**src/rtl/lut_spram_loader.sv**
```systemverilog
// lut_spram_loader
//   Runtime writer for the voice-transform LUT SPRAM. A host byte stream is
//   packed into DATA_WIDTH-bit words and written to addresses 0..2^ADDR_WIDTH-1.
//   Outside a load the voice path reads through the same single RAM port.
//
//   Optional feature: define LUT_LOADER_CSUM_EN to append a checksum byte
//   (XOR of every data byte of the load) that is checked before done.
//
// Ports
//   clk, rst_n              clock, async active-low reset
//   load_start, load_abort  start pulse (IDLE only) / abort level
//   s_byte/s_valid/s_ready  host byte stream
//   user_addr/user_rd_en    voice-path read request (honoured in IDLE)
//   user_rd_valid/_data     read response, one cycle after the request
//   ram_*                   SPRAM port
//   busy, done, err         status: load active, success pulse, sticky error
module lut_spram_loader #(
   parameter int ADDR_WIDTH = 10,
   parameter int DATA_WIDTH = 16,
   parameter bit MSB_FIRST  = 1'b1
) (
   input  logic                  clk,
   input  logic                  rst_n,
   input  logic                  load_start,
   input  logic                  load_abort,
   input  logic [7:0]            s_byte,
   input  logic                  s_valid,
   output logic                  s_ready,
   input  logic [ADDR_WIDTH-1:0] user_addr,
   input  logic                  user_rd_en,
   output logic                  user_rd_valid,
   output logic [DATA_WIDTH-1:0] user_rd_data,
   output logic [ADDR_WIDTH-1:0] ram_addr,
   output logic [DATA_WIDTH-1:0] ram_wr_data,
   output logic                  ram_wr_en,
   input  logic [DATA_WIDTH-1:0] ram_rd_data,
   output logic                  busy,
   output logic                  done,
   output logic                  err
);

   localparam int BYTES = DATA_WIDTH / 8;
   localparam int BCW   = (BYTES > 1) ? $clog2(BYTES) : 1;
   localparam logic [BCW-1:0]        LAST_BYTE = BCW'(BYTES - 1);
   localparam logic [ADDR_WIDTH-1:0] LAST_ADDR = '1;

   typedef enum logic [2:0] {IDLE, RECV, WRITE, CSUM, FINISH} state_t;

   state_t                state;
   logic [ADDR_WIDTH-1:0] word_cnt;
   logic [BCW-1:0]        byte_cnt;
   logic [DATA_WIDTH-1:0] asm_q, asm_next;
   logic                  wr_en_q, done_q, err_q, rd_valid_q;
   logic [DATA_WIDTH-1:0] wr_data_q;
   logic                  accept;
`ifdef LUT_LOADER_CSUM_EN
   logic [7:0]            csum_q;
`endif

   assign accept = s_valid & s_ready;

   // Byte packing: MSB-first shifts left so the first byte ends up on top;
   // LSB-first shifts right so the first byte ends up in [7:0].
   always_comb begin
      asm_next = asm_q;
      if (MSB_FIRST) asm_next = (asm_q << 8) | DATA_WIDTH'(s_byte);
      else           asm_next = (asm_q >> 8) | (DATA_WIDTH'(s_byte) << (DATA_WIDTH - 8));
   end

   assign s_ready       = (state == RECV) || (state == CSUM);
   assign busy          = (state != IDLE);
   assign ram_addr      = busy ? word_cnt : user_addr;
   assign ram_wr_en     = wr_en_q;
   assign ram_wr_data   = wr_data_q;
   assign user_rd_valid = rd_valid_q;
   assign user_rd_data  = ram_rd_data;
   assign done          = done_q;
   assign err           = err_q;

   always_ff @(posedge clk or negedge rst_n) begin
      if (!rst_n) begin
         state      <= IDLE;
         word_cnt   <= '0;
         byte_cnt   <= '0;
         asm_q      <= '0;
         wr_en_q    <= 1'b0;
         wr_data_q  <= '0;
         done_q     <= 1'b0;
         err_q      <= 1'b0;
         rd_valid_q <= 1'b0;
`ifdef LUT_LOADER_CSUM_EN
         csum_q     <= '0;
`endif
      end else begin
         wr_en_q    <= 1'b0;
         done_q     <= 1'b0;
         // A request in the last IDLE cycle still returns: the RAM port is
         // still on user_addr at that edge.
         rd_valid_q <= (state == IDLE) && user_rd_en;
         case (state)
            IDLE: begin
               // Abort wins over a coincident start; err is left alone.
               if (load_start && !load_abort) begin
                  err_q    <= 1'b0;
                  word_cnt <= '0;
                  byte_cnt <= '0;
`ifdef LUT_LOADER_CSUM_EN
                  csum_q   <= '0;
`endif
                  state    <= RECV;
               end
            end
            RECV: begin
               if (load_abort) begin
                  err_q    <= 1'b1;
                  byte_cnt <= '0;
                  state    <= IDLE;
               end else if (accept) begin
                  asm_q <= asm_next;
`ifdef LUT_LOADER_CSUM_EN
                  csum_q <= csum_q ^ s_byte;
`endif
                  if (byte_cnt == LAST_BYTE) begin
                     byte_cnt  <= '0;
                     wr_en_q   <= 1'b1;
                     wr_data_q <= asm_next;
                     state     <= WRITE;
                  end else begin
                     byte_cnt <= byte_cnt + 1'b1;
                  end
               end
            end
            WRITE: begin
               // The write strobe is already on the port this cycle, so an
               // abort here lets it land and stops everything after it.
               if (load_abort) begin
                  err_q <= 1'b1;
                  state <= IDLE;
               end else if (word_cnt == LAST_ADDR) begin
                  word_cnt <= '0;
`ifdef LUT_LOADER_CSUM_EN
                  state    <= CSUM;
`else
                  done_q   <= 1'b1;
                  state    <= FINISH;
`endif
               end else begin
                  word_cnt <= word_cnt + 1'b1;
                  state    <= RECV;
               end
            end
`ifdef LUT_LOADER_CSUM_EN
            CSUM: begin
               if (load_abort) begin
                  err_q <= 1'b1;
                  state <= IDLE;
               end else if (accept) begin
                  if (s_byte == csum_q) begin
                     done_q <= 1'b1;
                     state  <= FINISH;
                  end else begin
                     err_q <= 1'b1;
                     state <= IDLE;
                  end
               end
            end
`endif
            // done is already on the wire here; the load has succeeded, so a
            // late abort has nothing left to stop.
            FINISH:  state <= IDLE;
            default: state <= IDLE;
         endcase
      end
   end

endmodule

```
**config.mk**
```make
export PLATFORM = sky130hd
export DESIGN_NAME = lut_spram_loader
export DESIGN_NICKNAME = d
export VERILOG_FILES = /design/src/rtl/lut_spram_loader.sv
export SDC_FILE = /design/constraint.sdc
export NUM_CORES = 1
export LEC_CHECK = 0
export ABC_AREA = 1
export CORE_ASPECT_RATIO = 1.25
export CORE_MARGIN = 1.5
export CORE_UTILIZATION = 44
export CTS_CLUSTER_SIZE = 14
export DETAILED_ROUTE_END_ITERATION = 10
export GPL_ROUTABILITY_DRIVEN = 1
export PLACE_DENSITY = 0.81
export SLEW_MARGIN = 20
export SYNTH_ARGS = -nofsm -noshare
export SYNTH_HDL_FRONTEND = slang
export SYNTH_SLANG_ARGS = --single-unit
```
**constraint.sdc**
```tcl
create_clock -name clk -period 1.8 [get_ports clk]
set_input_delay 0.18 -clock clk [delete_from_list [all_inputs] [get_ports clk]]
set_output_delay 0.18 -clock clk [all_outputs]
set_load 0.02 [all_outputs]
```
# Yosys cells after proc, flatten, opt, wreduce, memory -nomap -nowiden
# Index checks and enable logic that the tools add are counted.
# W data, S select, Z words.
[word_totals]
regBits = 42
inputBits = 40
out_inout_bits = 48
elab_cells = 65
[classes]
add_sub_neg = 2
n_eq_ne = 9
muxes = 26
bitwise_logic = 3
reduce_logical = 16
[op_table]
columns = ["operator", "count"]
rows = [
  ["$mux W10", 4],
  ["$pmux W10 S2", 1],
  ["$mux W3", 6],
  ["$or A16 B8 Y16", 1],
  ["$reduce_and A3 Y1", 5],
  ["$mux W1", 12],
  ["$add A10 B1 Y10 const B", 1],
  ["$eq A10 B10 Y1 const B", 1],
  ["$pmux W3 S3", 1],
  ["$eq A3 B2 Y1 const B", 2],
  ["$ne A3 B3 Y1 const B", 2],
  ["$reduce_bool A2 Y1", 3],
  ["$ne A2 B1 Y1 const B", 2],
  ["$pmux W1 S2", 2],
  ["$reduce_and A4 Y1", 1],
  ["$eq A3 B1 Y1 const B", 1],
  ["$logic_not A3 Y1", 1],
  ["$reduce_bool A3 Y1", 1],
  ["$logic_and A1 B1 Y1", 2],
  ["$ne A2 B2 Y1 const B", 1],
  ["$reduce_or A2 Y1", 1],
  ["$add A1 B1 Y1 const B", 1],
  ["$and A1 B1 Y1", 1],
  ["$logic_not A1 Y1", 1],
  ["2 further kinds", 2],
]

# Depth between registers and ports, before layout
# Gate-level depths: netlist (run 1).
[depth]
word_depth = 6
depth_mapped = 8
ltp_nobuf = 8

# Least setup slack after synthesis (run 1)
# No wires, ideal clock.
[synth_path]
kind = "reg-to-output"
from = "reg state[0]"
to = "out ram_addr[0]"
t_arrival_ns = 1.250
required_time_ns = 1.620
slack_ns = 0.370
path_stages_with_launch = 6
path_buffers = 1
cell_sequence = "dfrtp_1 -> inv_1 -> nand2_1 -> nor2_2 -> clkbuf_1 -> o21ai_0"
[synth_via]
elab_chain_len = 2
[synth_rtl]
columns = ["element", "line", "source"]
rows = [
  ["start: declaration", "49", "state_t state;"],
  ["start signal: assignment", "82", "state <= IDLE;"],
  ["start signal: assignment", "110", "state <= RECV;"],
  ["start signal: assignment", "117", "state <= IDLE;"],
  ["$reduce_bool A3 Y1", "71", "assign busy = (state != IDLE);"],
  ["$mux W10", "72", "assign ram_addr = busy ? word_cnt : user_addr;"],
  ["end: declaration", "33", "output logic [ADDR_WIDTH-1:0] ram_addr,"],
]
# No other way between the ends.

# Worst setup path after layout (run 1)
[layout_path]
from = "reg state[2]"
to = "out busy"
[layout_via]
elab_chain_len = 1
[layout_rtl]
columns = ["element", "line", "source"]
rows = [
  ["$reduce_bool A3 Y1", "71", ""],
  ["end: declaration", "37", "output logic busy,"],
]
# No other way between the ends.

==> flow_metrics.tcl, run 1 <==
set metrics [dict create \
    grt_overflow 0 \
    yosysSeqAreaShare_pct 47.1 \
    avgSynthCellArea_sq_um 8.06 \
    synthToLayoutAreaGrowth_pct 26.7 \
    die_x_um 66.7 \
    viasPerCell 4.96 \
    routed_wl_um 4570 \
    cts_buffer_depth 2 \
    io-pin-count 88 \
    setup_violations 0 \
    grt_setup_unrepaired "no" \
    grt_pass1_vias 1774 \
    die_h_um 82.7 \
    min_period_ps 1700 \
    cp_max_fo 4 \
    fin_util_pct 58.9 \
    dr_wl_met2_um 2250 \
    placed_cells 378 \
    n_antenna_cell 0 \
    endpoint_kind "output pin" \
    yosysUniqueCellTypes 29 \
    grt_first_pass_wirelength_um 7470 \
    cp.required_ps 1620 \
    drtAntennaViolNets 0 \
    cts_tree "yes" \
    gp_congestion 0.901 \
    syn_nets 318 \
    layout.area.seq_sq_mm 0.00105 \
    port_buffers 55 \
    ir_drop_mv 0.814 \
    wl_met3_um 349 \
    antenna_found_initial 0 \
    rows 28 \
    path_class "flop to output pin" \
    ys_warn_count 0 \
    gr-usage-all-layers_pct 17.7 \
    syn_inst 277 \
    vias 1920 \
    fin_area_sq_mm 0.00283 \
    die_area_sq_mm 0.00552 \
    clock.fmax_ghz 0.587 \
    place_area_sq_mm 0.00277 \
    hold_path_class "input port to output pin" \
    startpoint_type "flop" \
    grt_max_degree 23 \
    cts_buffers 5 \
    ys_ff_latch 42 \
    dr.pass1.iters 4 \
    power_density_mw_per_mm2 1290 \
    core_sq_mm 0.00480 \
    fin_nets 367 \
    synth_top_area_share_pct 47.1 \
    drt_iter0_markers 80 \
    fin_ws_ps 97.2 \
    synth_top_cell_by_area "dfrtp_1" \
    worstPathArrival_ps 1520 \
    drive_gt1_share_pct 15.6 \
    cts.sinks 42 \
    fill_cells 458 \
    syn_area_sq_mm 0.00223 \
    p_leak_nw 1.41 \
    cts_root_buffer "clkbuf_8" \
    worst_pin_slew_ps 500 \
    h-tree-depth 2 \
    hpwlAfterDp_um 3390 \
    slew_viol_final 0 \
    post_cts_buffers 0 \
    drc 0 \
    preCtsSetupSlack_ps 3.00 \
    synth.area.top_cells "dfrtp_1, nand2_1, buf_4" \
    drv_cap 0 \
    drt-met1-wl_um 1910 \
    multiInputGateArea_sq_um 897 \
    fin_crit_sh_pct 94.6 \
    status "completed" \
    clk_latency_ps 300 \
    final_cells 387 \
    path_clk_slew_ps 80 \
    tns_ps 0 \
    dr.max_layer_used "met4" \
    slew_headroom_pct 66.7 \
    initial_core_util_pct 46.5 \
    hold_viol 0 \
    wl_per_cell_um 11.8 \
    fin_skew_ps 6.48 \
]
-- final timing paths --
| check | startpoint | endpoint | slack [ps] | cells after the start |
|---|---|---|---|---|
| hold reg to reg | asm_q[2]$_DFFE_PN0P_ | ram_wr_data[10]$_DFFE_PN0P_ | 480 | 2 |
| max in group asynchronous | rst_n | ram_wr_data[2]$_DFFE_PN0P_ | 760 | 3 |
| min in group asynchronous | rst_n | ram_wr_en$_DFF_PN0_ | 380 | 2 |
| hold / removal | ram_rd_data[12] | user_rd_data[12] | 360 | 0 |
| setup reg to reg | word_cnt[1]$_DFFE_PN0P_ | word_cnt[9]$_DFFE_PN0P_ | 270 | 6 |
| setup / recovery | state[2]$_DFFE_PN0P_ | busy | 100 | 6 |
-- registers in the layout, indices dropped and copies added (netlist names) --
signal	cells
ram_wr_data	16
word_cnt	10
byte_cnt	1
err	1
ram_wr_en	1
user_rd_valid	1
state	3
asm_q	8
done	1
-- synth_stat cells --
cell	count
a21oi_1	2
a21oi_2	1
buf_2	2
buf_4	16
buf_6	3
clkbuf_1	1
dfrtp_1	42
ha_1	1
inv_1	26
inv_2	5
inv_4	1
nand2_1	97
nand2_4	1
nand3_1	12
nand3_2	1
nand3_4	1
nand3b_1	1
nand3b_4	1
nand4_1	5
nand4_4	1
nor2_1	17
nor2_2	3
nor2_8	1
nor3_1	1
nor4_1	2
o21ai_0	12
o21ai_1	12
o21ai_2	8
o31ai_1	1
-- area by class of cell --
type	count	area share, %
flip-flops and latches	42	37.2
multi-input cells	181	31.7
well taps	60	2.65
inverters	32	4.33
clock buffers	5	2.43
repair buffers	64	20.8
clock inverters	3	0.885
-- per-layer routing --
layer / vias to the layer above / track usage [%]
met5: - / 0
met4: 0 / 5.92
met3: 8 / 4.61
met2: 63 / 32.5
met1: 883 / 19.9
li1: 966 / -
-- logic make-up (layout without fill, tap and decap cells) --
| logic type | after synthesis | count (layout) | share of synthesized area, % |
|---|---|---|---|
| compound gates | 36 | 36 | 9.69 |
| fa+ha+maj | 1 | 1 | 0.560 |
| buf+inv | 54 | 104 | 13.0 |
| flops | 42 | 42 | 47.1 |
| simple gates | 144 | 144 | 29.7 |
-- through the flow --
stage / hold slack (ps) / power (mW)
2_1_floorplan: -116 / 2.39
3_3_place_gp: 179 / 3.06
3_5_place_dp: 186 / 3.10
4_1_cts: 360 / 3.72
5_1_grt: 360 / 3.88
6_report: 360 / 3.64
-- report_power, final --
| part | internal (mW) | switching, mW | leakage, nW |
|---|---|---|---|
| logic | 0.720 | 0.932 | 0.806 |
| clock network | 0.280 | 0.354 | 0.0447 |
| registers | 1.20 | 0.150 | 0.555 |
-- repair_timing --
action / CTS / global route
hold buffers: 1 / 0
pin swaps: 0 / 0
resized for setup: 37 / 12
hold endpoints to repair: 21 / 0
setup endpoints to repair: 11 / 11
-- placed cells by master (no fill, tap or decap), types with 6 or more instances in the layout --
master            n
o21ai_0          12
nor2_1           17
buf_4             6
inv_1            26
o21ai_1          12
buf_2             9
clkdlybuf4s50_1  43
dfrtp_1          42
nand3_1          12
o21ai_2           8
nand2_1          97
-- worst max-delay path, cell delays in order, from the launching register on --
cell and delay (ps):
dfrtp_1 420, inv_2 90, nand2_1 80, nor2_4 120, buf_4 130, inv_1 60
dlygate4sd2_1 320
No activity file was read; power rests on OpenSTA's default activity.
==> run 2, diff against run 1 <==
--- a/config.mk
+++ b/config.mk
@@ -13,6 +13,7 @@
 export DETAILED_ROUTE_END_ITERATION = 10
 export GPL_ROUTABILITY_DRIVEN = 1
 export PLACE_DENSITY = 0.81
+export SKIP_LAST_GASP = 1
 export SLEW_MARGIN = 20
 export SYNTH_ARGS = -nofsm -noshare
 export SYNTH_HDL_FRONTEND = slang
==> results of run 2 <==
No change in the layout: final DEF, timing and power equal those of run 1.
Among the figures that moved: number of gates resized after CTS 37 -> 36
==> run 3, diff against run 2 <==
--- a/config.mk
+++ b/config.mk
@@ -6,6 +6,7 @@
 export NUM_CORES = 1
 export LEC_CHECK = 0
 export ABC_AREA = 1
+export CAP_MARGIN = 5
 export CORE_ASPECT_RATIO = 1.25
 export CORE_MARGIN = 1.5
 export CORE_UTILIZATION = 44
==> results of run 3 <==
No change in the layout: final DEF, timing and power equal those of run 1.
Among the figures that moved: number of gates resized after CTS 37 -> 36
